**src/rtl/lattice_pipe_pkg.sv**
```systemverilog
// Shared types and default sizing for the lattice pipeline controller.
package lattice_pipe_pkg;

  localparam int unsigned LATTICE_STAGES = 4;
  localparam int unsigned LATTICE_FCNT_W = 8;

  typedef enum logic [1:0] {
    StIdle  = 2'd0,
    StRun   = 2'd1,
    StDrain = 2'd2,
    StClear = 2'd3
  } state_e;

endpackage

```
**src/rtl/lattice_valid_stage.sv**
```systemverilog
// One valid/last flag pair for a delay-element stage plus its load enable.
module lattice_valid_stage (
  input  logic clk,
  input  logic rst_n,
  input  logic en_next,
  input  logic hold,
  input  logic v_prev,
  input  logic l_prev,
  output logic load,
  output logic v,
  output logic l
);

  logic v_q;
  logic l_q;

  // An empty stage always loads, so bubbles collapse toward the output.
  assign load = (~v_q | en_next) & ~hold;
  assign v    = v_q;
  assign l    = l_q;

  always_ff @(posedge clk) begin
    if (!rst_n) begin
      v_q <= 1'b0;
      l_q <= 1'b0;
    end else if (load) begin
      v_q <= v_prev;
      l_q <= l_prev;
    end
  end

endmodule

```
**src/rtl/lattice_pipe_ctrl.sv**
```systemverilog
// Elastic pipeline controller: per-stage valid/last tracking, load enables,
// frame sequencing and inter-frame state clear for the lattice datapath.
module lattice_pipe_ctrl
  import lattice_pipe_pkg::*;
#(
  parameter int unsigned STAGES = LATTICE_STAGES,
  parameter int unsigned FCNT_W = LATTICE_FCNT_W
) (
  input  logic              clk,
  input  logic              rst_n,
  input  logic              in_valid,
  input  logic              in_last,
  output logic              in_ready,
  output logic              out_valid,
  output logic              out_last,
  input  logic              out_ready,
  output logic [STAGES-1:0] stage_en,
  output logic              stage_clr,
  output logic              busy,
  output logic [FCNT_W-1:0] frame_cnt
);

  state_e state_q, state_d;

  logic [STAGES-1:0] v;
  logic [STAGES-1:0] l;
  logic [STAGES-1:0] v_prev;
  logic [STAGES-1:0] l_prev;
  logic [STAGES-1:0] en_next;
  logic              hold;
  logic              acc;
  logic              out_xfer;
  logic [FCNT_W-1:0] frame_cnt_q;

  // Downstream enable in flattened form: stage i+1 can take a sample unless
  // every stage above i is full and the sink stalls. Same result as the
  // en[i] = !v[i] | en[i+1] ripple, without a self-referencing vector.
  always_comb begin
    logic full_above;
    full_above = 1'b1;
    en_next    = '0;
    for (int i = STAGES - 1; i >= 0; i--) begin
      en_next[i] = out_ready | ~full_above;
      full_above = full_above & v[i];
    end
  end

  assign hold   = (state_q == StClear) | ~rst_n;
  assign v_prev = {v[STAGES-2:0], acc};
  assign l_prev = {l[STAGES-2:0], acc & in_last};

  for (genvar i = 0; i < STAGES; i++) begin : g_stage
    lattice_valid_stage u_stage (
      .clk     (clk),
      .rst_n   (rst_n),
      .en_next (en_next[i]),
      .hold    (hold),
      .v_prev  (v_prev[i]),
      .l_prev  (l_prev[i]),
      .load    (stage_en[i]),
      .v       (v[i]),
      .l       (l[i])
    );
  end

  assign in_ready  = stage_en[0] & ((state_q == StIdle) | (state_q == StRun));
  assign acc       = in_valid & in_ready;
  assign out_valid = v[STAGES-1];
  assign out_last  = l[STAGES-1];
  assign out_xfer  = out_valid & out_ready;
  assign busy      = (state_q != StIdle);
  assign stage_clr = (state_q == StClear);
  assign frame_cnt = frame_cnt_q;

  always_comb begin
    state_d = state_q;
    unique case (state_q)
      StIdle: begin
        if (acc) state_d = in_last ? StDrain : StRun;
      end
      StRun: begin
        if (acc && in_last) state_d = StDrain;
      end
      StDrain: begin
        if (out_xfer && out_last) state_d = StClear;
      end
      StClear: begin
        state_d = StIdle;
      end
      default: state_d = StIdle;
    endcase
  end

  always_ff @(posedge clk) begin
    if (!rst_n) begin
      state_q     <= StIdle;
      frame_cnt_q <= '0;
    end else begin
      state_q <= state_d;
      if (state_q == StClear) frame_cnt_q <= frame_cnt_q + 1'b1;
    end
  end

endmodule

```
**config.mk**
```make
export PLATFORM = sky130hd
export DESIGN_NAME = lattice_pipe_ctrl
export DESIGN_NICKNAME = d
export VERILOG_FILES = /design/src/rtl/lattice_pipe_pkg.sv /design/src/rtl/lattice_valid_stage.sv /design/src/rtl/lattice_pipe_ctrl.sv
export SDC_FILE = /design/constraint.sdc
export NUM_CORES = 1
export LEC_CHECK = 0
export ABC_CLOCK_PERIOD_IN_PS = 3100
export BUFFER_PORTS_ARGS = -buffer_cell sky130_fd_sc_hd__buf_2
export CORE_MARGIN = 2
export CORE_UTILIZATION = 25
export DETAILED_ROUTE_END_ITERATION = 10
export HOLD_SLACK_MARGIN = 0.05
export SYNTH_ARGS = -nofsm -noshare
export SYNTH_HDL_FRONTEND = slang
export SYNTH_HIERARCHICAL = 1
export SYNTH_SLANG_ARGS = --single-unit
```
**constraint.sdc**
```tcl
create_clock -name clk -period 3.1 [get_ports clk]
set_clock_uncertainty 0.05 [all_clocks]
set_input_delay 0 -clock clk [delete_from_list [all_inputs] [get_ports clk]]
set_output_delay 0 -clock clk [all_outputs]
set_load 0.1 [all_outputs]
```
# --- Word level (Yosys, flattened, before mapping) ---
# Cells that the tools add are included.
op_classes:
  add_sub_neg: 1
  n_eq_ne: 6
  mux: 5
  n_bitwise: 26
  n_reduce_logical: 5
op_table:
  columns: ["op", "count"]
  rows:
  - ["$and A1 B1 Y1", 10]
  - ["$add A8 B1 Y8 const B", 1]
  - ["$mux W2", 4]
  - ["$not A1 Y1", 8]
  - ["$or A1 B1 Y1", 8]
  - ["$pmux W2 S4", 1]
  - ["$eq A2 B2 Y1 const B", 2]
  - ["$ne A2 B2 Y1 const B", 2]
  - ["$reduce_and A3 Y1", 1]
  - ["$eq A2 B1 Y1 const B", 1]
  - ["$logic_and A1 B1 Y1", 2]
  - ["$logic_not A2 Y1", 1]
  - ["$ne A2 B1 Y1 const B", 1]
  - ["$reduce_bool A2 Y1", 1]
word_totals:
  reg_bits: 18
  input_bits: 5
  output_inout_bits: 17

# --- Longest topological paths before layout ---
# Gate-level depths: netlist of the first run.
logic_depth:
  depth_word: 11
  mapped_depth: 9
  mapped_depth_nobuf: 8

# --- Hierarchy ---
# The synthesis of the first run kept the hierarchy.
by_module_without_submodules:
  columns: ["module", "instances", "cells_each", "area_each_um2", "seq_area_each_um2"]
  rows:
  - ["lattice_pipe_ctrl", 1, 67, 578.1, 200.2]
  - ["lattice_valid_stage", 4, 10, 88.8, 40.0]

# --- Worst setup path before layout of the first run ---
# OpenSTA, ideal clock, no wires.
synth_timing:
  kind: "reg2out"
  from: "register state_q[0]"
  to: "output port in_ready"
  arrival_time_ns: 3.926
  required_ns: 3.050
  slack_ns: -0.876
  stages_incl_launch_ff: 6
  path_buffers: 1
  cell_sequence: "dfxtp_1 ha_1 buf_4 nand2b_1 a21oi_2 nor2b_1"
synth_between:
  elab_chain_len: 5
  elab_cells_between_ends: 8
  cone_classes: "eq/ne: 2; bitwise: 5; reduce/logical: 1"
synth_lines:
  columns: ["item", "line_no", "rtl"]
  rows:
  - ["from (decl)", "lattice_pipe_ctrl.sv:23", "state_e state_q, state_d;"]
  - ["from (signal assigned)", "lattice_pipe_ctrl.sv:96", "state_q <= StIdle;"]
  - ["from (signal assigned)", "lattice_pipe_ctrl.sv:99", "state_q <= state_d;"]
  - ["$eq A2 B2 Y1", null, null]
  - ["via stage_clr", "lattice_pipe_ctrl.sv:18", "output logic stage_clr,"]
  - ["$or A1 B1 Y1", "lattice_pipe_ctrl.sv:48", "assign hold = (state_q == StClear) | ~rst_n;"]
  - ["via hold", "lattice_pipe_ctrl.sv:30", "logic hold;"]
  - ["$not A1 Y1", "lattice_valid_stage.sv:18", "assign load = (~v_q | en_next) & ~hold;"]
  - ["$and A1 B1 Y1", "lattice_valid_stage.sv:18", null]
  - ["via stage_en[0]", "lattice_pipe_ctrl.sv:17", "output logic [STAGES-1:0] stage_en,"]
  - ["$and A1 B1 Y1", "lattice_pipe_ctrl.sv:66", "assign in_ready = stage_en[0] & ((state_q == StIdle) | (state_q == StRun));"]
  - ["to (decl)", "lattice_pipe_ctrl.sv:13", "output logic in_ready,"]
# The timed path passes the listed nets, and every way through them passes these cells.

# --- Worst setup path in the final report of the first run ---
layout_timing:
  from: "register state_q[0]"
  to: "register state_q[1]"
layout_between:
  elab_chain_len: 9
  elab_cells_between_ends: 16
  cone_classes: "eq/ne: 6; mux: 1; bitwise: 6; reduce/logical: 3"
layout_lines:
  columns: ["item", "line_no", "rtl"]
  rows:
  - ["$eq A2 B2 Y1 *", "lattice_pipe_ctrl.sv:48", null]
  - ["$or A1 B1 Y1 *", "lattice_pipe_ctrl.sv:48", null]
  - ["via hold", "lattice_pipe_ctrl.sv:30", null]
  - ["$not A1 Y1 *", "lattice_valid_stage.sv:18", null]
  - ["$and A1 B1 Y1 *", "lattice_valid_stage.sv:18", null]
  - ["$and A1 B1 Y1 *", "lattice_pipe_ctrl.sv:66", null]
  - ["$and A1 B1 Y1 *", "lattice_pipe_ctrl.sv:67", "assign acc = in_valid & in_ready;"]
  - ["$logic_and A1 B1 Y1", "lattice_pipe_ctrl.sv:82", "if (acc && in_last) state_d = StDrain;"]
  - ["$ne A2 B1 Y1 (no line)", null, null]
  - ["$reduce_and A3 Y1 (no line) *", null, null]
# Mark *: on every way through the listed nets, which the timed path passes. The rest lies on a longest branch.
# A chain may end at the register's enable or synchronous reset.

==> impl_metrics.json, run 1 <==
{
  "status": "finished, final reports clean",
  "cp_data_arrival_time_ns": 2.36,
  "hp-class": "in -> reg",
  "ys_seq_area_frac": 0.386,
  "max_slew.worst_pin.slew_ns": 0.519,
  "gp_congestion": 0.769,
  "synth_top_family_by_area": "simple AND/OR/NAND/NOR gates",
  "antenna_found_initial": 0,
  "vias": 799,
  "max_slew_margin": 0.654,
  "worstSetupEndpointType": "flop",
  "diodes": 0,
  "hold_buffers": 0,
  "drv_slew": 0,
  "io_buffers": 21,
  "drv_cap": 0,
  "dp_slack_ns": 0.824,
  "track_usage": 0.110,
  "post_cts_resized": 0,
  "cts_setup_buffers": 0,
  "cp_max_fo": 12,
  "cts_buffers": 3,
  "synth_cell_types": 26,
  "syn_inst": 107,
  "max_freq_ghz": 0.449,
  "cts_sinks": 18,
  "ios": 22,
  "htreeDepth": 1,
  "drive_gt1_frac": 0.252,
  "min_period_over_period": 0.718,
  "fin_ws_ns": 0.874,
  "cts_root_buf": "clkbuf_8",
  "detail_route.wl_per_cell_um": 11.1,
  "slowest_stage": "a222oi_1",
  "tns_ns": 0,
  "synth_compound_area_frac": 0.150,
  "cp-start-kind": "flop",
  "finalSetupViolCount": 0,
  "yosys_warnings": 6,
  "peakVddDrop_mv": 0.201,
  "path_cells": "ha_2 -> nand2b_1 -> a21oi_4 -> nand2_1 -> a222oi_1 -> mux2i_1",
  "drt_pass1_iterations": 4,
  "post-dp-hpwl_mm": 1.52,
  "antenna_left": 0,
  "grt-ovfl-total": 0,
  "powerDensity_nw_per_um2": 727,
  "drc": 0,
  "criticalPathCategory": "reg -> reg",
  "cts_buffer_depth": 2,
  "die_y_um": 65.1,
  "syn_nets": 118,
  "grt_pass1_vias": 760,
  "cts_tree": "yes",
  "fin_crit_ns": 2.23,
  "finalWirelength_mm": 1.99,
  "max_stage_delay_ns": 0.53,
  "drt_iter0_drc": 33,
  "dieArea_um2": 4240,
  "syn_avg_cell_area_um2": 8.72,
  "hold_viol": 0,
  "rows": 22,
  "clk_latency_ns": 0.26,
  "area_growth_pct": 24.7,
  "grt_max_degree": 18,
  "yosys.area_share.simple": 0.231,
  "die_x_um": 65.1,
  "start_util": 0.257,
  "critPathBufInv": 0,
  "nets": 143,
  "viasPerCell": 4.46,
  "p_leak_nw": 0.511,
  "core_um2": 3630,
  "clk_pin_slew_worst_paths_ns": 0.07,
  "synth_mux_area_frac": 0.0751,
  "synth_fa_ha_area_frac": 0.0804,
  "critical_path_required_ns": 3.24,
  "rsz0062_at_grt": "no",
  "grt_pass1_wl_mm": 3.57,
  "yosys.area_share.xor_xnor": 0.0375,
  "crit_family": "compound AO/OA/AOI/OAI gates",
  "ys_ff_latch": 18,
  "syn_area_um2": 933
}
## cell usage after synthesis
cell type,count,area (um^2)
a21boi_0,4,30.0
a21o_1,1,7.51
a21oi_1,3,15.0
a21oi_2,4,35.0
a222oi_1,1,10.0
and2_1,1,6.26
buf_4,1,7.51
dfxtp_1,18,360
ha_1,6,75.1
inv_1,7,26.3
inv_2,1,3.75
mux2i_1,7,70.1
nand2_1,14,52.6
nand2b_1,7,43.8
nand3_1,4,20.0
nand3b_1,1,7.51
nand4_1,2,12.5
nand4_2,1,12.5
nand4b_1,1,8.76
nor2_1,7,26.3
nor2b_1,1,6.26
o211ai_1,1,7.51
o21ai_0,7,35.0
or3_1,3,18.8
xnor2_1,1,8.76
xor2_1,3,26.3
## state kept, by name, summed over array words and instances, names as in the netlist
signal and flops:
state_q 2, frame_cnt 8, g_stage.u_stage/l 4, g_stage.u_stage/v 4
## cell usage in the layout, fill, tap and decap left out, types with 5 or more instances in the layout
cell type	instances
nand2_1	14
nand2b_1	7
buf_2	21
mux2i_1	7
inv_1	7
ha_1	5
dfxtp_1	18
o21ai_0	7
nor2_1	7
## area by class of cell
| type | count | area (um^2) |
|---|---|---|
| timing repair buffer | 21 | 105 |
| multi-input combinational | 80 | 553 |
| fill | 409 | 2470 |
| tap | 48 | 60.1 |
| inverter | 8 | 30.0 |
| clock buffer | 4 | 55.1 |
| sequential | 18 | 360 |
## cell families (layout without fill, tap and decap cells)
family	Yosys count	after routing
adders and majority gates	6	6
and+or+nand+nor	42	42
xor gates and xnor gates	4	4
AOI/OAI and AO/OA	21	21
buffers and inverters	9	33
muxes	7	7
DFF	18	18
## tightest hold or removal path: cells and delay by family
family	cells	cell delay, ns
compound gates	1	0.09
simple gates	1	0.06
buf+inv	1	0.10
mux	1	0.07
## per-layer routing
metal / up-vias / wire length, um / GRT usage / share of wire
met5: - / 0 / 0 / 0
met4: 0 / 28 / 0.0391 / 0.014
met3: 4 / 121 / 0.0325 / 0.061
met2: 22 / 918 / 0.184 / 0.46
met1: 361 / 922 / 0.135 / 0.46
li1: 412 / - / - / -
## where the power goes
group | switching, mW | leakage, nW | internal, mW
clock | 0.0841 | 0.0288 | 0.113
combinational | 0.286 | 0.337 | 0.0962
sequential | 0.0178 | 0.145 | 0.248
## stage by stage
stage / total power [mW] / utilization / area (um^2) / hold WS [ns] / std cells
after floorplan: 0.601 / - / 951 / 0.0956 / 107
after global routing: 0.890 / 0.320 / 1160 / 0.0997 / 179
after detailed placement: 0.657 / 0.305 / 1110 / 0.339 / 175
after global placement: 0.647 / 0.305 / 1110 / 0.324 / 175
after CTS: 0.858 / 0.320 / 1160 / 0.0579 / 179
final: 0.846 / 0.320 / 1160 / 0.0613 / 179
## path summary, 6_finish.rpt
kind,start,endpoint,slack (ns),depth (start not counted)
hold / removal,in_last,state_q[0],0.06,4
setup reg to reg,state_q[0],state_q[1],0.87,6
setup / recovery,state_q[0],state_q[1],0.87,6
hold reg to reg,g_stage[2].u_stage/l,g_stage[2].u_stage/l,0.42,2
Note: power is estimated with default switching activity, not from simulation.
==> run 2, diff against run 1 <==
ABC_CLOCK_PERIOD_IN_PS = 2150   (was 3100)
clock period = 2.15 ns   (was 3.1 ns; I/O delays follow)
==> run 2 against run 1 <==
Against the previous run:
- design area grew 1.8%
- sequential power grew 48%
- fmax grew 15%
- worst setup slack lost 0.66 ns
- core utilization grew 0.59 points
- largest cell class unchanged
==> impl_metrics.json, run 2 (same netlist as run 1, synthesis figures left out) <==
{
  "worstSetupEndpointType": "flop",
  "vias": 812,
  "dp_slack_ns": 0.212,
  "multi_input_area_um2": 571,
  "finalSetupViolCount": 0,
  "grt_max_degree": 18,
  "layout_common_cells": "21 x buf_2, 15 x dfxtp_1, 14 x nand2_1",
  "cp_data_arrival_time_ns": 2.07,
  "max_slew_margin": 0.654,
  "reg2reg_depth": 6,
  "drt_iter0_drc": 38,
  "start_util": 0.257,
  "cts_root_buf": "clkbuf_8",
  "cts_buffer_depth": 2,
  "status": "finished, final reports clean",
  "die_x_um": 65.1,
  "nets": 143,
  "drv_slew": 0,
  "seqCellArea_um2": 364,
  "viasPerCell": 4.54,
  "cts_buffers": 3,
  "cts_sinks": 18,
  "grt_pass1_vias": 780,
  "fin_crit_ns": 1.94,
  "final_common_cell": "buf_2",
  "finalWirelength_mm": 2.03,
  "holdPathStages": 4,
  "cp-start-kind": "flop",
  "antenna_found_initial": 0,
  "diodes": 0,
  "antenna_left": 0,
  "detail_route.wl_per_cell_um": 11.4,
  "cts_setup_buffers": 0,
  "track_usage": 0.108,
  "clk_pin_slew_worst_paths_ns": 0.07,
  "fin_ws_ns": 0.213,
  "nFillCells": 408,
  "grt_pass1_wl_mm": 3.42,
  "hp-class": "in -> reg",
  "drive_gt1_frac": 0.282,
  "io_buffers": 21,
  "htreeDepth": 1,
  "hold_viol": 0,
  "critical_path_required_ns": 2.28,
  "clk_latency_ns": 0.26,
  "drv_cap": 0,
  "final_util": 0.326,
  "rows": 22,
  "dpl_cell_area_um2": 1130,
  "criticalPathCategory": "reg -> reg",
  "powerDensity_nw_per_um2": 1040,
  "gp_congestion": 0.720,
  "area_growth_pct": 26.9,
  "post-dp-hpwl_mm": 1.57,
  "min_period_over_period": 0.901,
  "max_slew.worst_pin.slew_ns": 0.519,
  "post_cts_resized": 0,
  "drc": 0,
  "hold_buffers": 0,
  "p_leak_nw": 0.514,
  "dieArea_um2": 4240,
  "max_freq_ghz": 0.516,
  "grt-ovfl-total": 0,
  "core_um2": 3630,
  "cp_max_fo": 12,
  "peakVddDrop_mv": 0.299,
  "largest_register_ffs": 8,
  "ios": 22,
  "cts_tree": "yes",
  "final_area_um2": 1180,
  "die_y_um": 65.1,
  "drt_pass1_iterations": 4,
  "rsz0062_at_grt": "no"
}
## run 2: cell counts in the layout (fill, tap and decap cells not counted)
No cell type changed its count.
## run 2: path summary, 6_finish.rpt
kind / start / to / slack [ns]
hold / removal: in_last / state_q[0] / 0.07
setup reg to reg: state_q[1] / state_q[0] / 0.21
hold reg to reg: g_stage[2].u_stage/l / g_stage[2].u_stage/l / 0.42
setup / recovery: state_q[1] / state_q[0] / 0.21
## run 2: power breakdown
group	internal [mW]	switching, mW	leakage (nW)
Clock	0.163	0.118	0.0288
Sequential	0.362	0.0332	0.147
Combinational	0.144	0.418	0.339
## run 2: area by class of cell
| cell class | instances | area share |
|---|---|---|
| Sequential cell | 18 | 0.307 |
| Tap cell | 48 | 0.0507 |
| Clock buffer | 4 | 0.0465 |
| Inverter | 8 | 0.0253 |
| Timing Repair Buffer | 21 | 0.0887 |
| Multi-Input combinational cell | 80 | 0.482 |
## run 2: worst max-delay path, stage by stage (launching register included)
cell	delay, ns
dfxtp_2	0.35
ha_4	0.20
nand2b_4	0.21
a21oi_4	0.20
nand2_1	0.09
a222oi_1	0.51
mux2i_1	0.25
## run 2: metal layers
metal / routed length [um] / global-route usage / share of wire
met3: 88 / 0.0257 / 0.043
met1: 890 / 0.119 / 0.44
met4: 61 / 0.0703 / 0.030
met2: 992 / 0.184 / 0.49
met5: 0 / 0 / 0
## run 2: metrics by stage
stage / hold WS [ns] / power, mW / setup TNS, ns / cells
final: 0.0730 / 1.24 / 0 / 179
after CTS: 0.0712 / 1.26 / 0 / 179
after global placement: 0.316 / 0.950 / 0 / 175
after global routing: 0.108 / 1.30 / 0 / 179
after floorplan: 0.0884 / 0.884 / -1.10 / 107
after detailed placement: 0.355 / 0.972 / 0 / 175
==> run 3, diff against run 2 <==
ABC_AREA = 1   (was not set)
REMOVE_ABC_BUFFERS = 1   (was not set)
==> run 3 against run 2 <==
Against the previous run:
- core utilization decreased by 0.063 points
- clock power decreased by 19%
- count of clock-buffer cells in the layout decreased by 1
- die area increased by 15%
- combinational power increased by 12%
- hold slack got worse by 0.00089 ns
- non-clock buffer count increased by 2
- critical endpoint is now in_ready
- sequential share of layout area decreased by 3.6 points
- fmax decreased by 0.45%
- register-to-register slack improved by 0.14 ns
==> impl_metrics.json, run 3 <==
{
  "status": "finished, final reports clean",
  "htreeDepth": 1,
  "powerDensity_nw_per_um2": 951,
  "drt_iter0_drc": 21,
  "area_growth_pct": 23.2,
  "cts_buffer_depth": 2,
  "finalWirelength_mm": 2.14,
  "drt_pass1_iterations": 4,
  "ys_seq_area_frac": 0.334,
  "nets": 196,
  "grt_pass1_wl_mm": 4.02,
  "synth_cell_types": 20,
  "layout_common_cells": "31 x inv_1, 29 x nand2_1, 19 x buf_2",
  "die_y_um": 69.7,
  "final_common_cell": "inv_1",
  "grt_pass1_vias": 942,
  "clk_pin_slew_worst_paths_ns": 0.06,
  "ys_ff_latch": 18,
  "max_freq_ghz": 0.514,
  "cts_tree": "yes",
  "synth_edf_count": 0,
  "cts_buffers": 3,
  "drv_cap": 0,
  "grt-ovfl-total": 0,
  "synthFlopType": "dfxtp_1",
  "cts_sinks": 18,
  "synth_area_leaders": "dfxtp_1 33%, inv_1 11%, nand2_1 10%, a21oi_1 7.0%, ha_1 7.0%",
  "ios": 22,
  "largest_register_ffs": 8,
  "diodes": 0,
  "cts_setup_buffers": 0,
  "synth_most_common_cell": "inv_1",
  "post-dp-hpwl_mm": 1.71,
  "hold_buffers": 0,
  "p_leak_nw": 0.696,
  "drc": 0,
  "rsz0062_at_grt": "no",
  "power.total_mw": 1.26,
  "min_period_over_period": 0.905,
  "synth_common_cells": "31 x inv_1, 29 x nand2_1, 18 x dfxtp_1",
  "hold_viol": 0,
  "yosysTopAreaCell": "dfxtp_1",
  "drv_slew": 0,
  "whs_ns": 0.0721,
  "synthArstFlopShare": 0,
  "rows": 23,
  "hp-class": "in -> reg",
  "start_util": 0.264,
  "syn_area_um2": 1080,
  "max_slew_margin": 0.673,
  "synth_top_cell_area_share": 0.334,
  "core_um2": 4090,
  "syn_avg_cell_area_um2": 6.83,
  "syn_inst": 158,
  "cts_root_buf": "clkbuf_8",
  "detail_route.wl_per_cell_um": 9.17,
  "cp_data_arrival_time_ns": 1.90,
  "antenna_found_initial": 0,
  "antenna_left": 0,
  "criticalPathCategory": "reg -> out",
  "post_cts_resized": 0,
  "worstSetupEndpointType": "primary output",
  "track_usage": 0.101,
  "fin_crit_ns": 1.95,
  "peakVddDrop_mv": 0.419,
  "drive_gt1_frac": 0.251,
  "io_buffers": 21,
  "critical_path_required_ns": 2.10,
  "yosys_warnings": 6,
  "viasPerCell": 4.22,
  "nFillCells": 463,
  "dieArea_um2": 4860,
  "cp_max_fo": 7,
  "cp-start-kind": "flop",
  "finalSetupViolCount": 0,
  "grt_max_degree": 18,
  "vias": 983,
  "clk_latency_ns": 0.25,
  "gp_congestion": 0.736,
  "max_slew.worst_pin.slew_ns": 0.494,
  "die_x_um": 69.7
}
## run 3: per-stage QoR
step	std cells	setup TNS [ns]	worst slack [ns]	instance area (um^2)	util
after detailed placement	230	0	0.373	1290	0.315
after CTS	233	0	0.189	1330	0.325
after global placement	230	0	0.433	1290	0.315
after floorplan	157	-11.77	-1.83	1080	-
after global routing	233	0	0.0621	1330	0.325
final	233	0	0.204	1330	0.325
## run 3: worst max-delay path, stage by stage (launching register included)
cell and delay (ns):
dfxtp_1 0.34, ha_1 0.30, inv_1 0.14, nand2_1 0.08, a21oi_1 0.26, buf_4 0.19
o21a_1 0.16, buf_12 0.18
## run 3: final timing paths
check / start / end / slack [ns] / cells after the start
max: state_q[0] / in_ready / 0.20 / 7
min: rst_n / state_q[0] / 0.07 / 3
max reg2reg: state_q[0] / state_q[1] / 0.35 / 9
min reg2reg: g_stage[0].u_stage/l / g_stage[0].u_stage/l / 0.44 / 2
## run 3: logic make-up after synthesis
| logic type | after synthesis | synth area share |
|---|---|---|
| AND/OR/NAND/NOR | 70 | 0.330 |
| buffers and inverters | 39 | 0.136 |
| AO/OA/AOI/OAI | 25 | 0.131 |
| flip-flops | 18 | 0.334 |
| adder cells (fa/ha/maj) | 6 | 0.0695 |
## run 3: cell type report
cell class,instances,area (um^2),area share
tap,50,62.6,0.0470
multi-input combinational,101,573,0.431
timing repair buffer,23,150,0.113
clock buffer,3,41.3,0.0310
sequential,18,360,0.271
inverter,38,143,0.107
## run 3: where the power goes
group	leakage [nW]	switching, mW	internal, mW
logic	0.527	0.460	0.168
registers	0.147	0.0377	0.371
clock network	0.0216	0.104	0.124
## run 3: layer usage
metal / vias to the layer above / GRT usage / routed length (um)
met1: 417 / 0.124 / 1000
met5: - / 0 / 0
met3: 2 / 0.0363 / 116
met2: 17 / 0.165 / 999
li1: 547 / - / -
met4: 0 / 0.0321 / 17
